`config.mk`:
```
export PLATFORM = sky130hd
export DESIGN_NAME = uart_tx_frame_flat
export DESIGN_NICKNAME = d
export VERILOG_FILES = /design/src/rtl/uart_tx_frame_if.sv /design/src/rtl/uart_tx_frame.sv /design/src/flat_wrapper.sv
export SDC_FILE = /design/constraint.sdc
export NUM_CORES = 1
export LEC_CHECK = 0
export CAP_MARGIN = 0
export CORE_MARGIN = 4
export CORE_UTILIZATION = 30
export CTS_BUF_LIST = sky130_fd_sc_hd__clkbuf_4 sky130_fd_sc_hd__clkbuf_8
export CTS_CLUSTER_DIAMETER = 100
export DETAILED_ROUTE_END_ITERATION = 16
export GPL_TIMING_DRIVEN = 0
export PLACE_DENSITY = 0.5
export REMOVE_ABC_BUFFERS = 1
export SYNTH_ARGS = -nofsm -noshare
export SYNTH_HDL_FRONTEND = slang
export SYNTH_SLANG_ARGS = --single-unit
```
`constraint.sdc`:
```
create_clock -name clk -period 4.8 [get_ports clk]
set_input_delay 0.48 -clock clk [delete_from_list [all_inputs] [get_ports clk]]
set_output_delay 0.48 -clock clk [all_outputs]
set_load 0.01 [all_outputs]
```
`src/rtl/uart_tx_frame_if.sv`:
```
// Request/data handshake and serial-line outputs of the 8N1 frame transmitter.
interface uart_tx_frame_if;
  logic       transmit;
  logic [7:0] data_in;
  logic       tx;
  logic       busy;
  logic       done;

  modport master (output transmit, output data_in, input tx, input busy, input done);
  modport slave  (input transmit, input data_in, output tx, output busy, output done);
endinterface

```
`src/rtl/uart_tx_frame.sv`:
```
// 8N1 UART frame serialiser: one frame per low->high edge of the debounced
// transmit level, data word latched at frame start.
//
// state | meaning
// IDLE  | line high, waiting for a transmit rising edge
// START | start bit (line low)
// DATA  | eight data bits, LSB first
// STOP  | stop bit (line high); done pulses on exit
module uart_tx_frame #(
  parameter int CLKS_PER_BIT = 10417
) (
  input  logic            clk,
  input  logic            rst_n,
  uart_tx_frame_if.slave  bus
);

  localparam int CW = $clog2(CLKS_PER_BIT);
  localparam logic [CW-1:0] BAUD_LAST = CW'(CLKS_PER_BIT - 1);

  typedef enum logic [1:0] {
    IDLE  = 2'd0,
    START = 2'd1,
    DATA  = 2'd2,
    STOP  = 2'd3
  } state_t;

  state_t        state_q;
  logic [CW-1:0] baud_q;
  logic [2:0]    bit_idx_q;
  logic [7:0]    shreg_q;
  logic          transmit_q;
  logic          tx_q;
  logic          busy_q;
  logic          done_q;
  logic          baud_end_d;
  logic          start_d;

  assign baud_end_d = (baud_q == BAUD_LAST);
  assign start_d    = bus.transmit & ~transmit_q;

  always_ff @(posedge clk or negedge rst_n) begin
    if (!rst_n) begin
      state_q    <= IDLE;
      baud_q     <= '0;
      bit_idx_q  <= '0;
      shreg_q    <= '0;
      // Reset to 1 so a request held through reset release is not an edge.
      transmit_q <= 1'b1;
      tx_q       <= 1'b1;
      busy_q     <= 1'b0;
      done_q     <= 1'b0;
    end else begin
      transmit_q <= bus.transmit;
      done_q     <= 1'b0;
      case (state_q)
        IDLE: begin
          if (start_d) begin
            state_q   <= START;
            shreg_q   <= bus.data_in;
            baud_q    <= '0;
            bit_idx_q <= '0;
            tx_q      <= 1'b0;
            busy_q    <= 1'b1;
          end
        end
        START: begin
          if (baud_end_d) begin
            state_q <= DATA;
            baud_q  <= '0;
            tx_q    <= shreg_q[0];
          end else begin
            baud_q <= baud_q + CW'(1);
          end
        end
        DATA: begin
          if (baud_end_d) begin
            baud_q  <= '0;
            shreg_q <= {1'b0, shreg_q[7:1]};
            if (bit_idx_q == 3'd7) begin
              state_q <= STOP;
              tx_q    <= 1'b1;
            end else begin
              bit_idx_q <= bit_idx_q + 3'd1;
              tx_q      <= shreg_q[1];
            end
          end else begin
            baud_q <= baud_q + CW'(1);
          end
        end
        STOP: begin
          if (baud_end_d) begin
            state_q <= IDLE;
            baud_q  <= '0;
            busy_q  <= 1'b0;
            done_q  <= 1'b1;
          end else begin
            baud_q <= baud_q + CW'(1);
          end
        end
        default: state_q <= IDLE;
      endcase
    end
  end

  assign bus.tx   = tx_q;
  assign bus.busy = busy_q;
  assign bus.done = done_q;

endmodule
```
`src/flat_wrapper.sv`:
```
// flat-port wrapper written by rule: the top's interface ports become plain ports
module uart_tx_frame_flat 
#(
  parameter int CLKS_PER_BIT = 10417
)
  (clk, rst_n, bus_transmit, bus_data_in, bus_tx, bus_busy, bus_done);
  uart_tx_frame_if bus_i ();
  input  logic clk;
  input  logic rst_n;
  input wire logic [$bits(bus_i.transmit)-1:0] bus_transmit;
  input wire logic [$bits(bus_i.data_in)-1:0] bus_data_in;
  output wire logic [$bits(bus_i.tx)-1:0] bus_tx;
  output wire logic [$bits(bus_i.busy)-1:0] bus_busy;
  output wire logic [$bits(bus_i.done)-1:0] bus_done;
  assign bus_i.transmit = bus_transmit;
  assign bus_i.data_in = bus_data_in;
  assign bus_tx = bus_i.tx;
  assign bus_busy = bus_i.busy;
  assign bus_done = bus_i.done;
  uart_tx_frame #(.CLKS_PER_BIT(CLKS_PER_BIT)) u_core (.clk(clk), .rst_n(rst_n), .bus(bus_i));
endmodule
```
==> out/results.ini <==
[status]
outcome = finished, final reports clean

[min_path]
hp-class = in -> async

[power_and_ir_drop]
p_comb_frac = 0.374
power_switching_mw = 0.385
peakVddDrop_mv = 0.144
swShare = 0.366
p_leak_nw = 0.850
clockPowerShare = 0.255
intPower_mw = 0.669
p_seq_frac = 0.370
power_density_nw_per_um2 = 491

[sta]
finalSetupTns_ps = 0
fin_crit_ps = 2400
maxSlewHeadroom = 0.530
fin_skew_ps = 8.58
slew_viol_final = 0
setup-violations-final = 0
fmax_ghz = 0.417
hold_viol_final = 0
rsz0062_at_grt = no
timing.hold.ws_ps = 233
timing.final.crit_share = 0.500
worst_pin_slew_ps = 706

[final_layout]
area_growth_pct = 16.1
layout_common_cells = 29 x dfrtp_1, 12 x clkdlybuf4s50_1, 11 x nand2_1
drive_above_1_share = 0.139
final_common_cell = dfrtp_1
antenna_cells = 0
layoutNonFillerInstCount = 262
final_area_um2 = 2150
fin_nets = 206

[setup_path]
path_buf_inv = 1
critPathLaunchType = flop
worstPathMaxFanout = 16
worst-r2r-cell-count = 5
startpoint = u_core.state_q[0]
worst_path_max_delay_cell = nand2_1
end_kind = flop
cp.required_ps = 4970
crit_family = compound AO/OA/AOI/OAI gates
crit_chain = inv_1, ha_1, nand2_1, a31o_4, o221a_1
r2r_slack_ps = 2400
arrival_ps = 2570
critPathMaxStageDelay_ps = 550
critPathKind = reg -> reg
reg2reg_from = u_core.state_q[0]
path_depth = 5

[global_route]
grt_max_degree = 32
grt_pass1_wl_um = 7020
gr-total-overflow = 0
grt_pass1_vias = 1468
antenna_found_initial = 0
grt_usage = 0.118

[route]
drt_pass1_iterations = 4
wl_per_cell_um = 15.1
wirelength_um = 3970
drcViolationCount = 0
final_antenna_net_count = 0
drtIter0Drc = 37
routed-via-count = 1395
viasPerCell = 5.32

[synth]
synthCells = 172
netlist_area_um2 = 1850
synth-edff-count = 0
synthDistinctLibCells = 56
syn_area_per_cell_um2 = 10.8
synth_seq_cells = 31
yosysWarnings = 0
ys_seq_area_frac = 0.421
synth_async_sr_flop_share = 1.00
synth-main-ff-cell = dfrtp_1

[clock_tree]
post-cts-setup-buffer-count = 0
root_buffer = clkbuf_8
cts_hold_buf = 0
cts_buffers = 5
cts_resized = 0
cts_tree = done
clk_latency_ps = 290
htreeDepth = 2
clk_pin_slew_ps = 70
clock-sinks = 31
ctsLongestPathBuffers = 2

[floorplanning]
die-area_um2 = 7490
rows = 28
die_h_um = 86.5
design.core.area_um2 = 5960
num_io_pins = 14
start_util = 0.311
die_w_um = 86.5

[place]
dp_hpwl_um = 2830
dp_cells = 254
portBuffers = 13
place_area_um2 = 2030
finalWeightedCongestion = 0.810

[flow_run]
maxCapViolCount = 0

cell families (layout without fill, tap and decap cells):
| logic type | after synthesis | count (layout) | share of synthesized area |
|---|---|---|---|
| AND/OR/NAND/NOR | 59 | 59 | 0.216 |
| adder cells (fa/ha/maj) | 9 | 9 | 0.0609 |
| buffers and inverters | 16 | 31 | 0.0412 |
| multiplexers | 5 | 5 | 0.0331 |
| AO/OA/AOI/OAI | 49 | 49 | 0.214 |
| XOR/XNOR | 3 | 3 | 0.0142 |
| flip-flops | 31 | 31 | 0.421 |
power groups by stage:
stage,Clock (mW),Sequential (mW),Combinational (mW)
finish,0.269,0.390,0.395
CTS,0.278,0.391,0.401
detailed placement,0,0.395,0.399
floorplan,0,0.379,0.299
global placement,0,0.392,0.386
global route,0.289,0.401,0.443
Yosys cell counts, drive strengths merged (3+ instances only):
master | instances | area share
and2 | 5 | 0.018
nand2b | 11 | 0.039
buf | 6 | 0.021
nor2 | 6 | 0.012
mux2 | 3 | 0.022
xnor2 | 3 | 0.014
inv | 10 | 0.020
o2bb2ai | 3 | 0.014
nand2 | 11 | 0.022
o21ai | 10 | 0.027
nand4 | 4 | 0.014
nand3 | 6 | 0.030
o221a | 7 | 0.043
ha | 9 | 0.061
dfrtp | 29 | 0.39
a211oi | 3 | 0.015
a21oi | 6 | 0.016
worst paths after layout:
kind / endpoint
max in group asynchronous: u_core.baud_q[9]
max reg2reg: u_core.shreg_q[1]
min in group clk: u_core.bit_idx_q[0]
min reg2reg: u_core.bit_idx_q[0]
min: u_core.shreg_q[4]
max: u_core.shreg_q[1]
sequential cells by signal, indices dropped and copies added, names as in the netlist:
| signal | cells |
|---|---|
| u_core.shreg_q | 8 |
| u_core.bus.tx | 1 |
| u_core.baud_q | 14 |
| u_core.bit_idx_q | 3 |
| u_core.state_q | 2 |
| u_core.transmit_q | 1 |
| u_core.bus.done | 1 |
| u_core.bus.busy | 1 |
metal layers:
metal  GRT usage  wire, um  up-vias
li1            -         -      680
met1       0.148      1790      690
met2       0.197      1970       20
met3      0.0304       165        5
met4      0.0382        40        0
met5           0         0        -
stage by stage:
| stage | total power [mW] | util | setup WS (ps) |
|---|---|---|---|
| finish | 1.05 | 0.361 | 2400 |
| global route | 1.13 | 0.361 | 2240 |
| CTS | 1.07 | 0.361 | 2390 |
| detailed placement | 0.794 | 0.341 | 2240 |
| global placement | 0.778 | 0.342 | 2290 |
| floorplan | 0.679 | - | 2890 |
area by class of cell:
type	instances	area (um^2)
clock buffers	6	82.6
fillers	633	3810
multi-input cells	125	996
flip-flops and latches	31	778
well taps	75	93.8
repair buffers	13	125
clock inverters	2	35.0
inverters	10	37.5
Power figures use the tool's default switching activity.
